### src/rtl/stream_pkg.sv
// Shared definitions for the result-stream path: default sizes, word type and serialiser states.
package stream_pkg;

    localparam int unsigned STREAM_DATA_WIDTH = 32;
    localparam int unsigned STREAM_FIFO_DEPTH = 16;
    localparam logic [7:0]  STREAM_EMPTY_BYTE = 8'h00;

    typedef logic [STREAM_DATA_WIDTH-1:0] stream_word_t;

    typedef enum logic [1:0] {
        IDLE    = 2'd0,
        HOLD    = 2'd1,
        SENDING = 2'd2
    } ser_state_t;

endpackage

### src/rtl/sync_fifo_ptr.sv
// Circular FIFO pointer pair with wrap bit, full/empty flags and registered occupancy count.
module sync_fifo_ptr #(
    parameter int unsigned DEPTH = 16
) (
    input  logic                   clk,
    input  logic                   reset_n,
    input  logic                   clear,
    input  logic                   push,
    input  logic                   pop,
    output logic [$clog2(DEPTH):0] wr_ptr,
    output logic [$clog2(DEPTH):0] rd_ptr,
    output logic [$clog2(DEPTH):0] count,
    output logic [$clog2(DEPTH):0] count_nxt_c,
    output logic                   full_c,
    output logic                   empty_c
);

    localparam int unsigned AW = $clog2(DEPTH);
    localparam int unsigned PW = AW + 1;

    logic [PW-1:0] wr_nxt_c;
    logic [PW-1:0] rd_nxt_c;

    // Push/pop are self-guarded so a caller can never corrupt the pointers.
    always_comb begin
        full_c      = (wr_ptr[AW] != rd_ptr[AW]) && (wr_ptr[AW-1:0] == rd_ptr[AW-1:0]);
        empty_c     = (wr_ptr == rd_ptr);
        wr_nxt_c    = wr_ptr + PW'(push && !full_c);
        rd_nxt_c    = rd_ptr + PW'(pop && !empty_c);
        count_nxt_c = wr_nxt_c - rd_nxt_c;
        if (clear) begin
            wr_nxt_c    = '0;
            rd_nxt_c    = '0;
            count_nxt_c = '0;
        end
    end

    always_ff @(posedge clk or negedge reset_n) begin
        if (!reset_n) begin
            wr_ptr <= '0;
            rd_ptr <= '0;
            count  <= '0;
        end else begin
            wr_ptr <= wr_nxt_c;
            rd_ptr <= rd_nxt_c;
            count  <= count_nxt_c;
        end
    end

endmodule

### src/rtl/stream_byte_fifo.sv
// Word FIFO between the core result stream and the SPI transmitter, emitting bytes MSB-first on request.
module stream_byte_fifo
    import stream_pkg::*;
#(
    parameter int unsigned DATA_WIDTH = STREAM_DATA_WIDTH,
    parameter int unsigned DEPTH      = STREAM_FIFO_DEPTH,
    parameter logic [7:0]  EMPTY_BYTE = STREAM_EMPTY_BYTE
) (
    input  logic                   clk,
    input  logic                   reset_n,
    input  logic                   in_valid,
    input  logic [DATA_WIDTH-1:0]  in_data,
    output logic                   in_ready,
    input  logic                   flush,
    input  logic                   byte_req,
    output logic [7:0]             tx_byte,
    output logic                   tx_byte_valid,
    output logic [$clog2(DEPTH):0] word_count,
    output logic                   overflow,
    output logic                   underrun
);

    localparam int unsigned AW  = $clog2(DEPTH);
    localparam int unsigned PW  = AW + 1;
    localparam int unsigned BPW = DATA_WIDTH / 8;
    localparam int unsigned BIW = (BPW > 1) ? $clog2(BPW) : 1;
    localparam logic [BIW-1:0] LAST_IDX = BIW'(BPW - 1);

    logic [DATA_WIDTH-1:0] mem [DEPTH];

    logic [PW-1:0]         wr_ptr;
    logic [PW-1:0]         rd_ptr;
    logic [PW-1:0]         count_nxt_c;
    logic                  full_c;
    logic                  empty_c;
    logic                  push_c;
    logic                  serve_c;
    logic                  pop_c;
    logic                  last_byte_c;
    logic [DATA_WIDTH-1:0] head_c;
    logic [7:0]            sel_byte_c;
    logic [BIW-1:0]        byte_idx;
    logic [BIW-1:0]        byte_idx_nxt;
    ser_state_t            state;
    ser_state_t            state_nxt;

    // Flush blocks any push or request issued in the same cycle.
    assign push_c      = in_valid && !full_c && !flush;
    assign serve_c     = byte_req && !empty_c && !flush;
    assign last_byte_c = (byte_idx == LAST_IDX);
    assign pop_c       = serve_c && last_byte_c;
    assign in_ready    = !full_c;

    assign head_c     = mem[rd_ptr[AW-1:0]];
    assign sel_byte_c = 8'(head_c >> (8 * (BPW - 1 - 32'(byte_idx))));

    sync_fifo_ptr #(
        .DEPTH (DEPTH)
    ) u_ptr (
        .clk         (clk),
        .reset_n     (reset_n),
        .clear       (flush),
        .push        (push_c),
        .pop         (pop_c),
        .wr_ptr      (wr_ptr),
        .rd_ptr      (rd_ptr),
        .count       (word_count),
        .count_nxt_c (count_nxt_c),
        .full_c      (full_c),
        .empty_c     (empty_c)
    );

    // Storage is not reset; only words behind valid pointers are ever read.
    always_ff @(posedge clk) begin
        if (push_c) begin
            mem[wr_ptr[AW-1:0]] <= in_data;
        end
    end

    always_ff @(posedge clk or negedge reset_n) begin
        if (!reset_n) begin
            state    <= IDLE;
            byte_idx <= '0;
        end else begin
            state    <= state_nxt;
            byte_idx <= byte_idx_nxt;
        end
    end

    // Serialiser FSM: tracks head presence and position within the head word.
    always_comb begin
        state_nxt    = state;
        byte_idx_nxt = byte_idx;
        if (flush) begin
            state_nxt    = IDLE;
            byte_idx_nxt = '0;
        end else begin
            if (serve_c) begin
                byte_idx_nxt = last_byte_c ? '0 : byte_idx + BIW'(1);
            end
            case (state)
                IDLE: begin
                    if (push_c) begin
                        state_nxt = HOLD;
                    end
                end
                HOLD: begin
                    if (pop_c) begin
                        state_nxt = (count_nxt_c == '0) ? IDLE : HOLD;
                    end else if (serve_c) begin
                        state_nxt = SENDING;
                    end
                end
                SENDING: begin
                    if (pop_c) begin
                        state_nxt = (count_nxt_c == '0) ? IDLE : HOLD;
                    end
                end
                default: state_nxt = IDLE;
            endcase
        end
    end

    always_ff @(posedge clk or negedge reset_n) begin
        if (!reset_n) begin
            tx_byte       <= 8'h00;
            tx_byte_valid <= 1'b0;
            overflow      <= 1'b0;
            underrun      <= 1'b0;
        end else if (flush) begin
            tx_byte_valid <= 1'b0;
            overflow      <= 1'b0;
            underrun      <= 1'b0;
        end else begin
            tx_byte_valid <= byte_req;
            if (byte_req) begin
                tx_byte <= empty_c ? EMPTY_BYTE : sel_byte_c;
            end
            if (byte_req && empty_c) begin
                underrun <= 1'b1;
            end
            if (in_valid && full_c) begin
                overflow <= 1'b1;
            end
        end
    end

endmodule
### config.mk
export PLATFORM = sky130hd
export DESIGN_NAME = stream_byte_fifo
export DESIGN_NICKNAME = d
export VERILOG_FILES = /design/src/rtl/stream_pkg.sv /design/src/rtl/sync_fifo_ptr.sv /design/src/rtl/stream_byte_fifo.sv
export SDC_FILE = /design/constraint.sdc
export NUM_CORES = 1
export LEC_CHECK = 0
export BUFFER_PORTS_ARGS = -buffer_cell sky130_fd_sc_hd__buf_4
export CAP_MARGIN = 20
export CORE_MARGIN = 2
export CORE_UTILIZATION = 55
export CTS_BUF_LIST = sky130_fd_sc_hd__clkbuf_4 sky130_fd_sc_hd__clkbuf_8
export DETAILED_ROUTE_END_ITERATION = 12
export GPL_ROUTABILITY_DRIVEN = 0
export HOLD_SLACK_MARGIN = 0.03
export PLACE_DENSITY_LB_ADDON = 0.25
export SLEW_MARGIN = 30
export SYNTH_ARGS = -nofsm -noshare
export SYNTH_HDL_FRONTEND = slang
export SYNTH_SLANG_ARGS = --single-unit
### constraint.sdc
create_clock -name clk -period 11.6 [get_ports clk]
set_input_delay 1.16 -clock clk [delete_from_list [all_inputs] [get_ports clk]]
set_output_delay 1.16 -clock clk [all_outputs]
set_load 0.005 [all_outputs]
-- After elaboration in Yosys (flattened, before gate mapping)
Memory sizes are Yosys's and may differ from the RTL's.
Index checks and enable logic that the tools add are counted.
- register bits after elaboration: 28
- bits in latches: 0
- RAM bits: 512
- ROM bits: 0
- input port bits: 37
- output and inout bits: 17
- word-level logic and storage cells: 51
- memories: 1
- memories (name ; depth ; bits a word ; read ports ; clocked after Yosys merged registers in ; write ports ; RTL line ; text):
    mem ; 16 ; 32 ; 1 ; 0 ; 1 ; stream_byte_fifo.sv:29 ; logic [DATA_WIDTH-1:0] mem [DEPTH];
- add/subtract/negate cells: 5
- $mul: 0
- div/mod/pow operators: 0
- $lt $le $gt $ge: 0
- equal/unequal tests: 4
- shift operators: 1
- mux-type cells: 14
- bitwise logic cells: 1
- reductions and logical operators: 17
- operator list (kind ; count):
    32-bit by 32-bit >> shifter with 8-bit output ; 1
    5-bit two-way mux ; 3
    5-bit by 1-bit adder with 5-bit output ; 2
    1-bit logical AND ; 10
    8-bit two-way mux ; 1
    1-bit two-way mux ; 7
    2-bit two-way mux ; 3
    2-bit nonzero test ; 3
    5-bit equality test ; 1
    5-bit subtractor ; 1
    4-bit equality test ; 1
    1-bit logical NOT ; 3
    2-bit by 2-bit subtractor with 3-bit output, first input constant ; 1
    2-bit by 1-bit adder with 2-bit output, second input constant ; 1
    2-bit equality test, second input constant ; 1
    2-bit AND reduction ; 1
    1-bit inequality test ; 1
    1-bit inverter ; 1

-- Logic depth before layout (Yosys ltp)
- depth in word-level cells: 9
- gate-level depth with buffers: 16
- gate-level depth less buffers: 15

-- By module
From an unflattened synthesis, not the netlist that was laid out.
- cells, all modules: 959
- area, all modules: 21037.7 um^2
- modules (own cells, without submodules) (module ; instances ; cells each ; area an instance (um^2) ; seq. area each (um^2)):
    stream_byte_fifo ; 1 ; 884 ; 20221.9 ; 15700.1
    sync_fifo_ptr ; 1 ; 75 ; 815.8 ; 375.4

-- Worst setup path before layout
OpenSTA, ideal clock, no wires.
- kind: input-to-reg
- start point: input port flush
- end point: memory mem[0][0] (netlist bit), enable pin
- setup time: 0.513 ns
- arrival: 4.847 ns
- data required time: 11.087 ns
- slack: 6.240 ns
- stages on the path: 3
- buffers on the path: 0
- cells stage by stage: nand2b_1 > nand2b_2 > nor4b_1
- word-level cells in the longest chain between the ends: 4
- ends and longest elaborated chain (what ; RTL line ; text):
    start, declared ; stream_byte_fifo.sv:14 ; input logic flush,
    1-bit logical NOT ; stream_byte_fifo.sv:48 ; assign push_c = in_valid && !full_c && !flush;
    1-bit logical AND ; stream_byte_fifo.sv:48 ;
    1-bit two-way mux ; stream_byte_fifo.sv:75 ; if (push_c) begin
    1-bit two-way mux (not written as such) ; stream_byte_fifo.sv:76 ; mem[wr_ptr[AW-1:0]] <= in_data;
    end, declared ; stream_byte_fifo.sv:29 ;
Every way passes these cells.

-- Worst setup path after layout
- start point: register u_ptr.rd_ptr[1]
- end point: register u_ptr.count[4]
- word-level cells in the longest chain between the ends: 9
- elaborated cells on any way between the ends: 16
- classes of those cells: add/sub: 3; eq/ne: 2; mux: 1; reduce/logical: 10
- ends and longest elaborated chain (what ; RTL line ; text):
    start, declared ; sync_fifo_ptr.sv:11 ; output logic [$clog2(DEPTH):0] rd_ptr,
    start signal, assigned ; sync_fifo_ptr.sv:45 ; rd_ptr <= rd_nxt_c;
    5-bit equality test / 4-bit equality test (equally long branches) ; sync_fifo_ptr.sv:27, sync_fifo_ptr.sv:26 ;
    1-bit logical NOT / 1-bit logical AND (equally long branches) ; sync_fifo_ptr.sv:29, stream_byte_fifo.sv:49, sync_fifo_ptr.sv:26 ;
    1-bit logical AND / 1-bit logical NOT (equally long branches) ; stream_byte_fifo.sv:49, sync_fifo_ptr.sv:28, stream_byte_fifo.sv:48 ;
    1-bit logical AND (on tied branches) ; stream_byte_fifo.sv:49, stream_byte_fifo.sv:48 ;
    1-bit logical AND (on tied branches) ; stream_byte_fifo.sv:51, stream_byte_fifo.sv:48 ;
    1-bit logical AND (on tied branches) ; sync_fifo_ptr.sv:29, sync_fifo_ptr.sv:28 ;
    5-bit by 1-bit adder with 5-bit output (on tied branches) ; sync_fifo_ptr.sv:29, sync_fifo_ptr.sv:28 ;
    5-bit subtractor * ; sync_fifo_ptr.sv:30 ; count_nxt_c = wr_nxt_c - rd_nxt_c;
    5-bit two-way mux * ; sync_fifo_ptr.sv:31 ; if (clear) begin
    via count_nxt_c[4] ; stream_byte_fifo.sv:33 ; logic [PW-1:0] count_nxt_c;
    end signal, assigned ; sync_fifo_ptr.sv:46 ; count <= count_nxt_c;
    end, declared ; sync_fifo_ptr.sv:12 ; output logic [$clog2(DEPTH):0] count,
The timed path passes the listed nets; every way through them passes the cells marked *.
A chain may end at the register's enable or synchronous reset.

==> flow_summary.toml <==
[run_status]
status = "finished clean"

[placement]
post-dp-hpwl_um = 24700
placed_cell_area_mm2 = 0.0221
pre_cts_slack_ns = 7.07
port_buffers = 53

[sta]
final.period_utilization_pct = 38.6
fin_skew_ns = 0.0291
setup_violations = 0
setup_tns_ns = 0
maxSlewViolCount = 0
slew-limit-headroom_pct = 34.5
hold_violations = 0
clock.fmax_ghz = 0.223
period_minus_slack_ns = 4.48
worst_pin_slew_ns = 0.982
setup_ws_ns = 7.12
rsz0062_at_grt = "no"
timing.hold.ws_ns = 0.461

[routing]
drt_first_iter_violations = 1077
wirelength_um = 45000
wire_per_inst_um = 26.8
drc = 0
vias_per_cell = 6.12
ant_nets = 0
first_pass_iters = 5
num_vias = 10265

[cells_and_area]
final_util_pct = 63.2
syn_to_final_growth_pct = 13.2
antennaDiodeCount = 0
fin_nets = 1155
drive_gt1_share_pct = 31.4
finalInstanceArea_mm2 = 0.0237

[yosys]
synthTopCellsByArea = "edfxtp_1 73%, mux4_2 13%, dfrtp_1 3.3%"
synth_area_mm2 = 0.0210
synth_seq_area_share_pct = 76.7
synth_cell_types = 39
synth-async-reset-ratio_pct = 5.19
ys_top_cells_by_count = "512 x edfxtp_1, 120 x mux4_2, 56 x a22oi_1"
synth_top_area_share_pct = 73.3
synth.net_count = 1043
synth-seq-cells = 540
avgSynthCellArea_um2 = 21.1
yosysTopAreaCell = "edfxtp_1"
synth_edf_count = 512
synth_flop_cell = "edfxtp_1"
syn_inst = 996
synth.most_common_cell = "edfxtp_1"
yosysWarningCount = 0

[die]
initial_core_util_pct = 55.8
rows = 71
io_pins = 54
fp.dieH_um = 199
fp.dieArea_mm2 = 0.0397
die_x_um = 199
core_area_mm2 = 0.0376

[worst_setup_path]
setup.worst_path.start_class = "flop"
crit_path_end_kind = "flop"
cp_slowest_cell = "dfrtp_4"
cp.required_ns = 12.10
path_common_cell = "ha_1"
worstPathArrival_ns = 4.99
path_cells = "xor2_2 > nor4_4 > a21boi_0 > and3b_1 > ha_1 > ha_1 > xnor2_1 > ha_1 > a21o_1 > a21oi_1 > xor2_1 > xnor2_1 > nor2_1"
crit_path_max_fanout = 63
worstSetupPathType = "flop to flop"
cpPeakStageDelay_ns = 1.06

[clock_tree]
cts_buffers = 85
cts_tree = "built"
clock-root-buffer = "clkbuf_8"
htree_num_levels = 3
clockBufferDepth = 3
worstSkewPairLatency_ns = 0.63
clk_pin_slew_ns = 0.07
postCtsSetupRepairBufs = 0
cts_resized = 0
cts_hold_buf = 0
cts.sinks = 540

[global_route]
track_usage_pct = 23.8
grt_start_max_net_pins = 64
grt_pass1_vias = 10498
grt_pass1_wl_um = 67500
grt_overflow_total = 0
antenna_found_initial = 0

[power]
p_per_area_mw_per_mm2 = 159
p_leak_nw = 7.50
peakVddDrop_uv = 97.7

[flow_run]
maxCapViolations = 0

[min_path]
hold_class = "input port to asynchronous set/reset pin"
[per-layer routing]
metal	GRT usage (%)	up-vias	wire length [µm]
met2	37.1	415	21800
li1	-	4369	-
met4	7.24	0	1050
met3	4.57	74	3130
met1	34.8	5407	19000
met5	0	-	0
[final cells by class]
type | count | area [µm²]
sequential | 540 | 16100
fill | 2534 | 13800
multi-input combinational | 395 | 4790
clock buffer | 122 | 1470
tap | 511 | 639
timing repair buffer | 79 | 593
clock inverter | 24 | 136
inverter | 7 | 26.3
[cell usage in the layout (no fill, tap or decap), drive strengths merged]
cell type and instances:
a2111oi 4, a21boi 1, a21o 1, a21oi 9
a221oi 8, a22oi 56, a31oi 2, and2 2
and3b 1, buf 79, bufinv 1, clkbuf 122
clkinv 19, clkinvlp 2, dfrtp 28, edfxtp 512
fa 1, ha 9, inv 9, mux2 8
mux2i 18, mux4 120, nand2 43, nand2b 5
nand3 13, nand3b 3, nor2 26, nor2b 16
nor3 3, nor4 4, nor4b 1, o211ai 7
o21ai 16, o221ai 1, xnor2 7, xor2 10
[through the flow]
stage               std cells  power (W)
floorplan                 996    0.00223
global placement         1532    0.00229
detailed placement       1532    0.00230
CTS                      1678    0.00381
global route             1678    0.00390
finish                   1678    0.00378
[where the power goes]
| group | switching, W | leakage [nW] | total, W | internal, W |
|---|---|---|---|---|
| clock | 0.000694 | 0.847 | 0.00152 | 0.000830 |
| sequential | 0.00000629 | 4.99 | 0.00215 | 0.00215 |
| combinational | 0.0000696 | 1.66 | 0.000102 | 0.0000326 |
[registers in the layout (all words and copies together), names as in the netlist]
register       flops
u_ptr.wr_ptr       5
mem              512
u_ptr.count        5
underrun           1
u_ptr.rd_ptr       5
byte_idx           2
tx_byte            8
tx_byte_valid      1
overflow           1
[critical path, delay by kind of cell (launching register included)]
family / cells / cell delay (ns)
adder cells (fa/ha/maj): 3 / 0.71
flip-flops: 1 / 1.06
AND/OR/NAND/NOR: 3 / 1.07
AO/OA/AOI/OAI: 3 / 0.66
XOR/XNOR: 4 / 0.85
[cell families after synthesis]
| logic type | after synthesis | synth area share, % |
|---|---|---|
| and+or+nand+nor | 117 | 2.70 |
| DFF | 540 | 76.7 |
| xor gates and xnor gates | 17 | 0.782 |
| buffers and inverters | 61 | 1.29 |
| AOI/OAI and AO/OA | 105 | 3.76 |
| muxes | 146 | 14.2 |
| adders and majority gates | 10 | 0.632 |
[path summary, 6_finish.rpt]
check / cells after the start / slack [ns] / startpoint / end
worst max-delay path: 13 / 7.12 / u_ptr.rd_ptr[1]$_DFF_PN0_ / u_ptr.count[4]$_DFF_PN0_
worst min-delay path: 1 / 0.46 / reset_n / u_ptr.wr_ptr[0]$_DFF_PN0_
worst max register to register: 13 / 7.12 / u_ptr.rd_ptr[1]$_DFF_PN0_ / u_ptr.count[4]$_DFF_PN0_
worst min register to register: 2 / 0.51 / underrun$_DFFE_PN0P_ / underrun$_DFFE_PN0P_
max in group asynchronous: 1 / 10.79 / reset_n / u_ptr.rd_ptr[0]$_DFF_PN0_
min in group clk: 2 / 0.51 / underrun$_DFFE_PN0P_ / underrun$_DFFE_PN0P_
Note: power is estimated with default switching activity, not from simulation.
